[src/rtl/hwpe_stream_sink_realign_line_pkg.sv]
// Shared types for the per-line byte realigner: line descriptor, FSM state and default widths.
package hwpe_stream_sink_realign_line_pkg;

    localparam int REALIGN_DATA_WIDTH = 32;
    localparam int REALIGN_STRB_WIDTH = REALIGN_DATA_WIDTH / 8;
    localparam int REALIGN_OFF_WIDTH  = $clog2(REALIGN_STRB_WIDTH);
    localparam int REALIGN_LEN_WIDTH  = 16;

    typedef struct packed {
        logic [REALIGN_OFF_WIDTH-1:0] offset;
        logic [REALIGN_LEN_WIDTH-1:0] line_beats;
    } ctrl_line_realign_t;

    typedef enum logic [1:0] {
        RLN_IDLE,
        RLN_STREAM,
        RLN_FLUSH
    } realign_line_state_t;

endpackage

[src/rtl/hwpe_stream_sink_realign_line_if.sv]
// Valid/ready byte stream with strobes; master drives the beat, slave returns ready.
interface hwpe_stream_sink_realign_line_if #(
    parameter int DATA_WIDTH = 32,
    parameter int STRB_WIDTH = DATA_WIDTH / 8
);
    logic                  valid;
    logic                  ready;
    logic [DATA_WIDTH-1:0] data;
    logic [STRB_WIDTH-1:0] strb;

    modport master (output valid, output data, output strb, input ready);
    modport slave  (input valid, input data, input strb, output ready);
endinterface

[src/rtl/hwpe_stream_sink_realign_line_byte_shift.sv]
// Combinational byte shifter: moves the new beat up by offset bytes and fills the low bytes
// with the spilled top bytes of the previous beat.
module hwpe_stream_sink_realign_line_byte_shift #(
    parameter int DATA_WIDTH = 32,
    parameter int STRB_WIDTH = DATA_WIDTH / 8,
    parameter int OFF_WIDTH  = $clog2(STRB_WIDTH)
) (
    input  logic [DATA_WIDTH-1:0] new_data,
    input  logic [STRB_WIDTH-1:0] new_strb,
    input  logic [DATA_WIDTH-1:0] res_data,
    input  logic [STRB_WIDTH-1:0] res_strb,
    input  logic [OFF_WIDTH-1:0]  offset,
    input  logic                  use_res,
    output logic [DATA_WIDTH-1:0] out_data,
    output logic [STRB_WIDTH-1:0] out_strb
);
    logic [OFF_WIDTH:0]    rem;
    logic [DATA_WIDTH-1:0] head_data, tail_data;
    logic [STRB_WIDTH-1:0] head_strb, tail_strb;

    // With offset 0, rem equals the full word, so the tail shift clears the residue entirely.
    assign rem       = (OFF_WIDTH + 1)'(STRB_WIDTH) - {1'b0, offset};
    assign head_data = new_data << {offset, 3'b000};
    assign head_strb = new_strb << offset;
    assign tail_data = res_data >> {rem, 3'b000};
    assign tail_strb = res_strb >> rem;

    genvar gi;
    generate
        for (gi = 0; gi < STRB_WIDTH; gi++) begin : g_byte
            assign out_data[8*gi +: 8] = head_data[8*gi +: 8] | (use_res ? tail_data[8*gi +: 8] : 8'h00);
            assign out_strb[gi]        = head_strb[gi] | (use_res & tail_strb[gi]);
        end
    endgenerate
endmodule

[src/rtl/hwpe_stream_sink_realign_line.sv]
// Per-line byte realigner with end-of-line flush beat.
// Optional output register: define HWPE_STREAM_SINK_REALIGN_SKID_EN.
module hwpe_stream_sink_realign_line
    import hwpe_stream_sink_realign_line_pkg::*;
#(
    parameter int DATA_WIDTH = REALIGN_DATA_WIDTH,
    parameter int STRB_WIDTH = DATA_WIDTH / 8,
    parameter int LEN_WIDTH  = REALIGN_LEN_WIDTH
) (
    input  logic                            clk_i,
    input  logic                            rst_i,
    input  logic                            clear_i,
    input  logic                            ctrl_valid_i,
    output logic                            ctrl_ready_o,
    input  ctrl_line_realign_t              ctrl_i,
    hwpe_stream_sink_realign_line_if.slave  push_i,
    hwpe_stream_sink_realign_line_if.master pop_o,
    output logic                            busy_o,
    output logic                            done_o
);
    localparam int OFF_WIDTH = $clog2(STRB_WIDTH);

    realign_line_state_t   state_reg;
    logic [OFF_WIDTH-1:0]  offset_reg;
    logic [LEN_WIDTH-1:0]  cnt_reg;
    logic [LEN_WIDTH-1:0]  beats_reg;
    logic [DATA_WIDTH-1:0] res_data_reg;
    logic [STRB_WIDTH-1:0] res_strb_reg;
    logic                  done_reg;

    logic is_flush, is_last, use_res;
    logic ctrl_hs, push_hs, flush_adv, line_end, beat_done;
    logic [DATA_WIDTH-1:0] sh_new_data, sh_data;
    logic [STRB_WIDTH-1:0] sh_new_strb, sh_strb;

    assign is_flush    = (state_reg == RLN_FLUSH);
    assign is_last     = (cnt_reg == beats_reg - LEN_WIDTH'(1));
    assign use_res     = is_flush || (cnt_reg != '0);
    // The flush beat reuses the shifter with an empty new beat.
    assign sh_new_data = is_flush ? '0 : push_i.data;
    assign sh_new_strb = is_flush ? '0 : push_i.strb;

    assign ctrl_hs = ctrl_valid_i && ctrl_ready_o;
    assign push_hs = push_i.valid && push_i.ready;
    assign busy_o  = (state_reg != RLN_IDLE);
    assign done_o  = done_reg;

    hwpe_stream_sink_realign_line_byte_shift #(
        .DATA_WIDTH (DATA_WIDTH),
        .STRB_WIDTH (STRB_WIDTH)
    ) u_shift (
        .new_data (sh_new_data),
        .new_strb (sh_new_strb),
        .res_data (res_data_reg),
        .res_strb (res_strb_reg),
        .offset   (offset_reg),
        .use_res  (use_res),
        .out_data (sh_data),
        .out_strb (sh_strb)
    );

`ifdef HWPE_STREAM_SINK_REALIGN_SKID_EN
    logic                  out_valid_reg;
    logic                  out_last_reg;
    logic [DATA_WIDTH-1:0] out_data_reg;
    logic [STRB_WIDTH-1:0] out_strb_reg;
    logic                  adv;

    assign adv          = !out_valid_reg || pop_o.ready;
    // A new descriptor waits for the previous line's last beat to leave, so done pulses never merge.
    assign ctrl_ready_o = (state_reg == RLN_IDLE) && !out_valid_reg;
    assign push_i.ready = (state_reg == RLN_STREAM) && adv;
    assign flush_adv    = is_flush && adv;
    assign line_end     = (push_hs && is_last && offset_reg == '0) || flush_adv;
    assign beat_done    = out_valid_reg && out_last_reg && pop_o.ready;
    assign pop_o.valid  = out_valid_reg;
    assign pop_o.data   = out_data_reg;
    assign pop_o.strb   = out_strb_reg;

    always_ff @(posedge clk_i) begin
        if (rst_i || clear_i) begin
            out_valid_reg <= 1'b0;
            out_last_reg  <= 1'b0;
            out_data_reg  <= '0;
            out_strb_reg  <= '0;
        end else if (push_hs || flush_adv) begin
            out_valid_reg <= 1'b1;
            out_last_reg  <= line_end;
            out_data_reg  <= sh_data;
            out_strb_reg  <= sh_strb;
        end else if (pop_o.ready) begin
            out_valid_reg <= 1'b0;
            out_last_reg  <= 1'b0;
        end
    end
`else
    assign ctrl_ready_o = (state_reg == RLN_IDLE);
    assign push_i.ready = (state_reg == RLN_STREAM) && pop_o.ready;
    assign flush_adv    = is_flush && pop_o.ready;
    assign line_end     = (push_hs && is_last && offset_reg == '0) || flush_adv;
    assign beat_done    = line_end;
    assign pop_o.valid  = (state_reg == RLN_STREAM) ? push_i.valid : is_flush;
    assign pop_o.data   = sh_data;
    assign pop_o.strb   = sh_strb;
`endif

    always_ff @(posedge clk_i) begin
        if (rst_i || clear_i) begin
            state_reg    <= RLN_IDLE;
            offset_reg   <= '0;
            cnt_reg      <= '0;
            beats_reg    <= '0;
            res_data_reg <= '0;
            res_strb_reg <= '0;
            done_reg     <= 1'b0;
        end else begin
            done_reg <= beat_done || (ctrl_hs && ctrl_i.line_beats == '0);
            case (state_reg)
                RLN_IDLE: begin
                    if (ctrl_hs) begin
                        offset_reg <= OFF_WIDTH'(ctrl_i.offset);
                        beats_reg  <= LEN_WIDTH'(ctrl_i.line_beats);
                        cnt_reg    <= '0;
                        if (ctrl_i.line_beats != '0) begin
                            state_reg <= RLN_STREAM;
                        end
                    end
                end
                RLN_STREAM: begin
                    if (push_hs) begin
                        res_data_reg <= push_i.data;
                        res_strb_reg <= push_i.strb;
                        cnt_reg      <= cnt_reg + LEN_WIDTH'(1);
                        if (is_last) begin
                            state_reg <= (offset_reg == '0) ? RLN_IDLE : RLN_FLUSH;
                        end
                    end
                end
                RLN_FLUSH: begin
                    if (flush_adv) begin
                        state_reg <= RLN_IDLE;
                    end
                end
                default: state_reg <= RLN_IDLE;
            endcase
        end
    end
endmodule
[src/flat_wrapper.sv]
// flat-port wrapper written by rule: the top's interface ports become plain ports
module hwpe_stream_sink_realign_line_flat import hwpe_stream_sink_realign_line_pkg::*;
#(
    parameter int DATA_WIDTH = REALIGN_DATA_WIDTH,
    parameter int STRB_WIDTH = DATA_WIDTH / 8,
    parameter int LEN_WIDTH  = REALIGN_LEN_WIDTH
)
  (clk_i, rst_i, clear_i, ctrl_valid_i, ctrl_ready_o, ctrl_i, busy_o, done_o, push_i_valid, push_i_data, push_i_strb, push_i_ready, pop_o_valid, pop_o_data, pop_o_strb, pop_o_ready);
  hwpe_stream_sink_realign_line_if #(.DATA_WIDTH(DATA_WIDTH), .STRB_WIDTH(STRB_WIDTH)) push_i_i ();
  hwpe_stream_sink_realign_line_if #(.DATA_WIDTH(DATA_WIDTH), .STRB_WIDTH(STRB_WIDTH)) pop_o_i ();
  input  logic clk_i;
  input  logic rst_i;
  input  logic clear_i;
  input  logic ctrl_valid_i;
  output logic ctrl_ready_o;
  input  ctrl_line_realign_t ctrl_i;
  output logic busy_o;
  output logic done_o;
  input wire logic [$bits(push_i_i.valid)-1:0] push_i_valid;
  input wire logic [$bits(push_i_i.data)-1:0] push_i_data;
  input wire logic [$bits(push_i_i.strb)-1:0] push_i_strb;
  output wire logic [$bits(push_i_i.ready)-1:0] push_i_ready;
  output wire logic [$bits(pop_o_i.valid)-1:0] pop_o_valid;
  output wire logic [$bits(pop_o_i.data)-1:0] pop_o_data;
  output wire logic [$bits(pop_o_i.strb)-1:0] pop_o_strb;
  input wire logic [$bits(pop_o_i.ready)-1:0] pop_o_ready;
  assign push_i_i.valid = push_i_valid;
  assign push_i_i.data = push_i_data;
  assign push_i_i.strb = push_i_strb;
  assign push_i_ready = push_i_i.ready;
  assign pop_o_valid = pop_o_i.valid;
  assign pop_o_data = pop_o_i.data;
  assign pop_o_strb = pop_o_i.strb;
  assign pop_o_i.ready = pop_o_ready;
  hwpe_stream_sink_realign_line #(.DATA_WIDTH(DATA_WIDTH), .STRB_WIDTH(STRB_WIDTH), .LEN_WIDTH(LEN_WIDTH)) u_core (.clk_i(clk_i), .rst_i(rst_i), .clear_i(clear_i), .ctrl_valid_i(ctrl_valid_i), .ctrl_ready_o(ctrl_ready_o), .ctrl_i(ctrl_i), .push_i(push_i_i), .pop_o(pop_o_i), .busy_o(busy_o), .done_o(done_o));
endmodule
[config.mk]
export PLATFORM = sky130hd
export DESIGN_NAME = hwpe_stream_sink_realign_line_flat
export DESIGN_NICKNAME = d
export VERILOG_FILES = /design/src/rtl/hwpe_stream_sink_realign_line_pkg.sv /design/src/rtl/hwpe_stream_sink_realign_line_if.sv /design/src/rtl/hwpe_stream_sink_realign_line_byte_shift.sv /design/src/rtl/hwpe_stream_sink_realign_line.sv /design/src/flat_wrapper.sv
export SDC_FILE = /design/constraint.sdc
export NUM_CORES = 1
export LEC_CHECK = 0
export BUFFER_PORTS_ARGS = -buffer_cell sky130_fd_sc_hd__buf_2
export CORE_AREA = 2 2 92 94
export CTS_CLUSTER_DIAMETER = 100
export DETAILED_ROUTE_END_ITERATION = 7
export DIE_AREA = 0 0 94 96
export PLACE_DENSITY = 0.87
export SLEW_MARGIN = 20
export SYNTH_ARGS = -nofsm -noshare
export SYNTH_HDL_FRONTEND = slang
export SYNTH_SLANG_ARGS = --single-unit
[constraint.sdc]
create_clock -name clk_i -period 5.18 [get_ports clk_i]
set_input_delay 0.777 -clock clk_i [delete_from_list [all_inputs] [get_ports clk_i]]
set_output_delay 0.777 -clock clk_i [all_outputs]
set_load 0.02 [all_outputs]
# Word-level counts from Yosys, hierarchy flattened
# Index checks and enable logic that the tools add are counted.
[word_totals]
register_bits = 73
in_bits = 60
output_inout_bits = 41
wordCells = 73
[op_classes]
n_addsub = 3
n_eq_ne = 8
n_shift = 4
n_mux = 17
bitwise = 12
n_reduce_logical = 22
[op_table]
columns = ["operator", "count"]
rows = [
  ["$mux 16", 2],
  ["$mux 32", 1],
  ["$mux 8", 4],
  ["$or 8x8->8", 4],
  ["$pmux 16 s2", 1],
  ["$reduce_bool 16->1", 2],
  ["$shl 32x5->32", 1],
  ["$shr 32x6->32", 1],
  ["$add 16x1->16 const B", 1],
  ["$eq 16x16->1", 1],
  ["$logic_not 16->1", 1],
  ["$sub 16x1->16 const B", 1],
  ["$mux 2", 6],
  ["$logic_and 1x1->1", 7],
  ["$ne 2x2->1 const B", 3],
  ["$pmux 2 s3", 1],
  ["$reduce_and 5->1", 1],
  ["$and 1x1->1", 4],
  ["$logic_not 2->1", 2],
  ["$logic_or 1x1->1", 4],
  ["$mux 4", 1],
  ["$ne 2x1->1 const B", 2],
  ["$or 1x1->1", 4],
  ["$reduce_and 2->1", 2],
  ["8 further kinds", 9],
]

# Depth between registers and ports, before layout
[depth]
depth_word = 7
mapped_depth = 11
mapped_depth_nobuf = 8

# Hierarchy
# From an unflattened synthesis, not the netlist that was laid out.
[hier_totals]
hier_cells = 628
hier_area_um2 = 4857.2
[modules_own_cells]
columns = ["module", "n_inst", "cells_per_inst", "area_per_inst_um2", "seq_area_each_um2"]
rows = [
  ["hwpe_stream_sink_realign_line", 1, 476, 3609.7, 1461.4],
  ["hwpe_stream_sink_realign_line_byte_shift", 1, 152, 1247.4, 0.0],
]

# Worst setup path before layout
# No wires, ideal clock.
[synth_timing]
path_type = "flip-flop to output port"
from = "reg u_core.offset_reg[1]"
to = "out pop_o_data[14]"
t_arrival_ns = 2.626
t_required_ns = 4.403
setup_slack_ns = 1.777
path_stages_with_launch = 11
n_path_buf = 4
cell_sequence = "dfxtp_1 > clkbuf_1 > inv_1 > clkbuf_1 > ha_1 > clkbuf_1 > buf_2 > mux2i_1 > o22ai_1 > nand2_1 > o21ai_0"
[synth_between]
elab_chain_cells = 4
word_cells_on_any_way = 5
classes_between = "add/sub (1); shift (2); mux (1); bitwise (1)"
[synth_rtl]
columns = ["item", "line", "rtl"]
rows = [
  ["from (decl)", "hwpe_stream_sink_realign_line.sv:24", "logic [OFF_WIDTH-1:0] offset_reg;"],
  ["from (signal assigned)", "hwpe_stream_sink_realign_line.sv:121", "offset_reg <= OFF_WIDTH'(ctrl_i.offset);"],
  ["$sub 3x2->3", "hwpe_stream_sink_realign_line_byte_shift.sv:22", "assign rem = (OFF_WIDTH + 1)'(STRB_WIDTH) - {1'b0, offset};"],
  ["$shr 32x6->32", "hwpe_stream_sink_realign_line_byte_shift.sv:25", "assign tail_data = res_data >> {rem, 3'b000};"],
  ["$mux 8", "hwpe_stream_sink_realign_line_byte_shift.sv:31", "assign out_data[8*gi +: 8] = head_data[8*gi +: 8] | (use_res ? tail_data[8*gi +: 8] : 8'h00);"],
  ["$or 8x8->8 *", "hwpe_stream_sink_realign_line_byte_shift.sv:31", ""],
  ["to (decl)", "flat_wrapper.sv:24", "output wire logic [$bits(pop_o_i.data)-1:0] pop_o_data;"],
]
# Mark *: on every way between the ends. The rest lies on a longest branch, timed or not.

# Worst setup path after layout
[layout_timing]
from = "reg u_core.state_reg[1]"
to = "out pop_o_data[26]"
[layout_between]
elab_chain_cells = 4
word_cells_on_any_way = 6
classes_between = "eq/ne (1); shift (1); mux (2); bitwise (1); reduce/logical (1)"
[layout_rtl]
columns = ["item", "line", "rtl"]
rows = [
  ["from (decl)", "hwpe_stream_sink_realign_line.sv:23", "realign_line_state_t state_reg;"],
  ["from (signal assigned)", "hwpe_stream_sink_realign_line.sv:135", "state_reg <= (offset_reg == '0) ? RLN_IDLE : RLN_FLUSH;"],
  ["$eq 2x2->1 *", "hwpe_stream_sink_realign_line.sv:36", "assign is_flush = (state_reg == RLN_FLUSH);"],
  ["$mux 32 or $logic_or 1x1->1 (tied branches)", "hwpe_stream_sink_realign_line.sv:40, hwpe_stream_sink_realign_line.sv:38", ""],
  ["$shl 32x5->32 or $mux 8 (tied branches)", "hwpe_stream_sink_realign_line_byte_shift.sv:23, hwpe_stream_sink_realign_line_byte_shift.sv:31", ""],
  ["$or 8x8->8 *", "hwpe_stream_sink_realign_line_byte_shift.sv:31", ""],
]
# Marks and branches as above.

==> results.json <==
{
  "yosysWarnings": 0,
  "core_area_um2": 8051,
  "die_x_um": 94,
  "power_density_nw_per_um2": 234.9,
  "ys.flop_type": "dfxtp_1",
  "dp_slack_ns": 1.596,
  "dp_hpwl_um": 9894,
  "first_global_vias": 4556,
  "hold_viol": 0,
  "slew_viol_final": 0,
  "numPortBuffers": 100,
  "synth_fp_nets": 710,
  "ys_seq_area_share_pct": 30.92,
  "htreeDepth": 3,
  "rsz0062_at_grt": "false",
  "cp_data_arrival_time_ns": 3.31,
  "met3_usage_pct": 4.150,
  "cts-root-buf": "clkbuf_8",
  "fin_crit_sh_pct": 78.87,
  "cp_slowest_cell": "a31oi_4",
  "grt_use_met1_pct": 41.52,
  "use_met2_pct": 50.48,
  "required_ns": 4.40,
  "tns_ns": 0,
  "setup_viol": 0,
  "cts_sinks": 73,
  "detail_route.iter0.violations": 433,
  "relSlewSlack_pct": 41.25,
  "syn_inst": 646,
  "synthArstFlopShare_pct": 0,
  "fmax_mhz": 244.8,
  "hold_buffers": 0,
  "outcome": "finished clean",
  "postRouteAntennaNets": 0,
  "vias_per_cell": 6.102,
  "start_util_pct": 58.69,
  "die_area_um2": 9024,
  "layout_setup_ws_ns": 1.094,
  "yosys.area.top_type": "dfxtp_1",
  "cp-start-kind": "flop",
  "hold_path_class": "flop to flop",
  "fin_nets": 776,
  "min-delay-start": "u_core.res_data_reg[4]",
  "p_leak_nw": 1.974,
  "ys_types": 47,
  "grt_max_degree": 74,
  "top_level_ports": 101,
  "worst_pin_slew_ns": 0.8794,
  "drc": 0,
  "gr-usage-all-layers_pct": 30.90,
  "post_cts.resized_instances": 0,
  "wirelength_um": 13810,
  "grt_pass1_wl_um": 22170,
  "critical_path_buf_inv_count": 1,
  "cts_tree": "built",
  "antenna_found_initial": 0,
  "largest_register_ffs": 32,
  "period_needed_ns": 4.086,
  "critPathMostFrequentCell": "nand2b_1",
  "path_class": "flop to primary output",
  "gp_congestion": 0.8778,
  "drive_gt1_share_pct": 18.55,
  "synth_edf_count": 0,
  "worst_r2r_startpoint": "u_core.beats_reg[4]",
  "diodes": 0,
  "path_delay_family": "simple AND/OR/NAND/NOR gates",
  "vias": 5016,
  "wl_per_cell_um": 16.80,
  "syn_avg_cell_area_um2": 7.315,
  "clock_latency_ns": 0.35,
  "path_cells": "nand2b_1, and4_1, a31oi_4, nand2b_1, nor2_4, a32o_1, buf_2",
  "synth_top_cells_by_area": "dfxtp_1 31%, nand2_1 15%, mux2i_1 12%, a21oi_1 7.1%, a32o_1 3.8%",
  "synth.top_cell.area_share_pct": 30.92,
  "cp-end-kind": "primary output",
  "synth_seq_cells": 73,
  "syn_to_final_growth_pct": 14.30,
  "syn-cell-area_um2": 4726,
  "overflow": 0,
  "slowest_delay_ns": 0.49,
  "max_cap_violations": 0,
  "skew_ns": 0.009237,
  "die_h_um": 96,
  "numCtsBuffers": 9,
  "top_usage_layer": "met2",
  "post_cts_buffers": 0,
  "drtPass1Iterations": 6,
  "clkSlewWorstSetupHoldPaths_ns": 0.08,
  "startpoint": "u_core.state_reg[1]",
  "row_count": 33,
  "clock_path_buffers": 2,
  "critPathMaxFanout": 19,
  "peakVddDrop_v": 0.0001747
}
-- final timing paths --
check	slack (ns)	cells past startpoint	end
worst min-delay path	0.46	2	u_core.res_data_reg[4]
worst max-delay path	1.09	7	pop_o_data[26]
worst min register to register	0.46	2	u_core.res_data_reg[4]
worst max register to register	2.79	6	u_core.done_o
-- worst reg2reg max path: stages (launching register included) --
cell	delay [ns]
dfxtp_1	0.41
nor3_1	0.42
nand4b_1	0.17
xnor2_1	0.15
a2111oi_0	0.73
nand2_1	0.20
o22ai_1	0.22
-- layout make-up --
class	count	area, um^2
clock buffers	10	127.6
clock inverters	6	67.56
fillers	680	2650
inverters	10	37.54
multi-input cells	513	3037
flip-flops and latches	73	1463
well taps	105	131.4
repair buffers	105	538.0
-- logic make-up after synthesis --
family                     synth area share [%]
AOI/OAI and AO/OA                         19.22
xor gates and xnor gates                  5.745
adders and majority gates                 1.059
buffers and inverters                     5.110
DFF                                       30.92
muxes                                     11.86
and+or+nand+nor                           26.08
-- where the power goes --
| part | leakage (nW) | internal (mW) | switching [mW] |
|---|---|---|---|
| combinational | 1.29 | 0.0910 | 0.148 |
| clock | 0.0929 | 0.224 | 0.229 |
| sequential | 0.590 | 0.567 | 0.00925 |
-- layer usage --
layer	up-vias	wire length [um]
li1	2400	-
met3	44	1142
met2	267	6435
met4	0	367
met1	2305	5867
met5	-	0
-- Yosys cell counts (all sizes together), types with 3 or more instances --
cell type and n:
o21ai 18, and3 4, a32o 18, a21oi 67
nand2 183, clkbuf 34, nand4 8, xor2 15
nor2 33, nor4 10, mux2i 56, dfxtp 73
nor3 8, inv 10, nor3b 3, ha 4
o22ai 19, nand3 11, a31oi 12, buf 16
or3 6, xnor2 16
-- layout by cell type, fill, tap and decap left out, drive strengths merged, types with 2 or more instances in the layout --
cell      netlist  routed
nor4           10      10
xnor2          16      16
inv            10      11
clkbuf         34      10
a211oi          2       2
clkinvlp        0       2
nand3          11      11
a31oi          12      12
or3             6       6
a32o           18      18
or2             2       2
a2111oi         2       2
a21oi          67      67
nor2           33      33
nand4           8       8
ha              4       4
nor3            8       8
nor2b           2       2
o21ai          18      18
mux2i          56      56
nand2         183     183
and3            4       4
nand2b          2       2
nand4b          2       2
o211ai          2       2
buf            16     105
o22ai          19      19
xor2           15      15
nor3b           3       3
dfxtp          73      73
clkinv          0       2
-- stage by stage --
step                      total power [mW]  hold slack [ns]  instances  util [%]  instance area [um^2]
after detailed placement            0.8233           0.4478        806     64.55                  5197
after global routing                 1.325           0.4821        822     67.09                  5401
after global placement              0.8177           0.4406        806     64.55                  5197
after floorplan                     0.7418           0.4357        646         -                  4726
after CTS                            1.264           0.4592        822     66.98                  5393
final                                1.269           0.4599        822     67.09                  5401
Power figures use the tool's default switching activity.
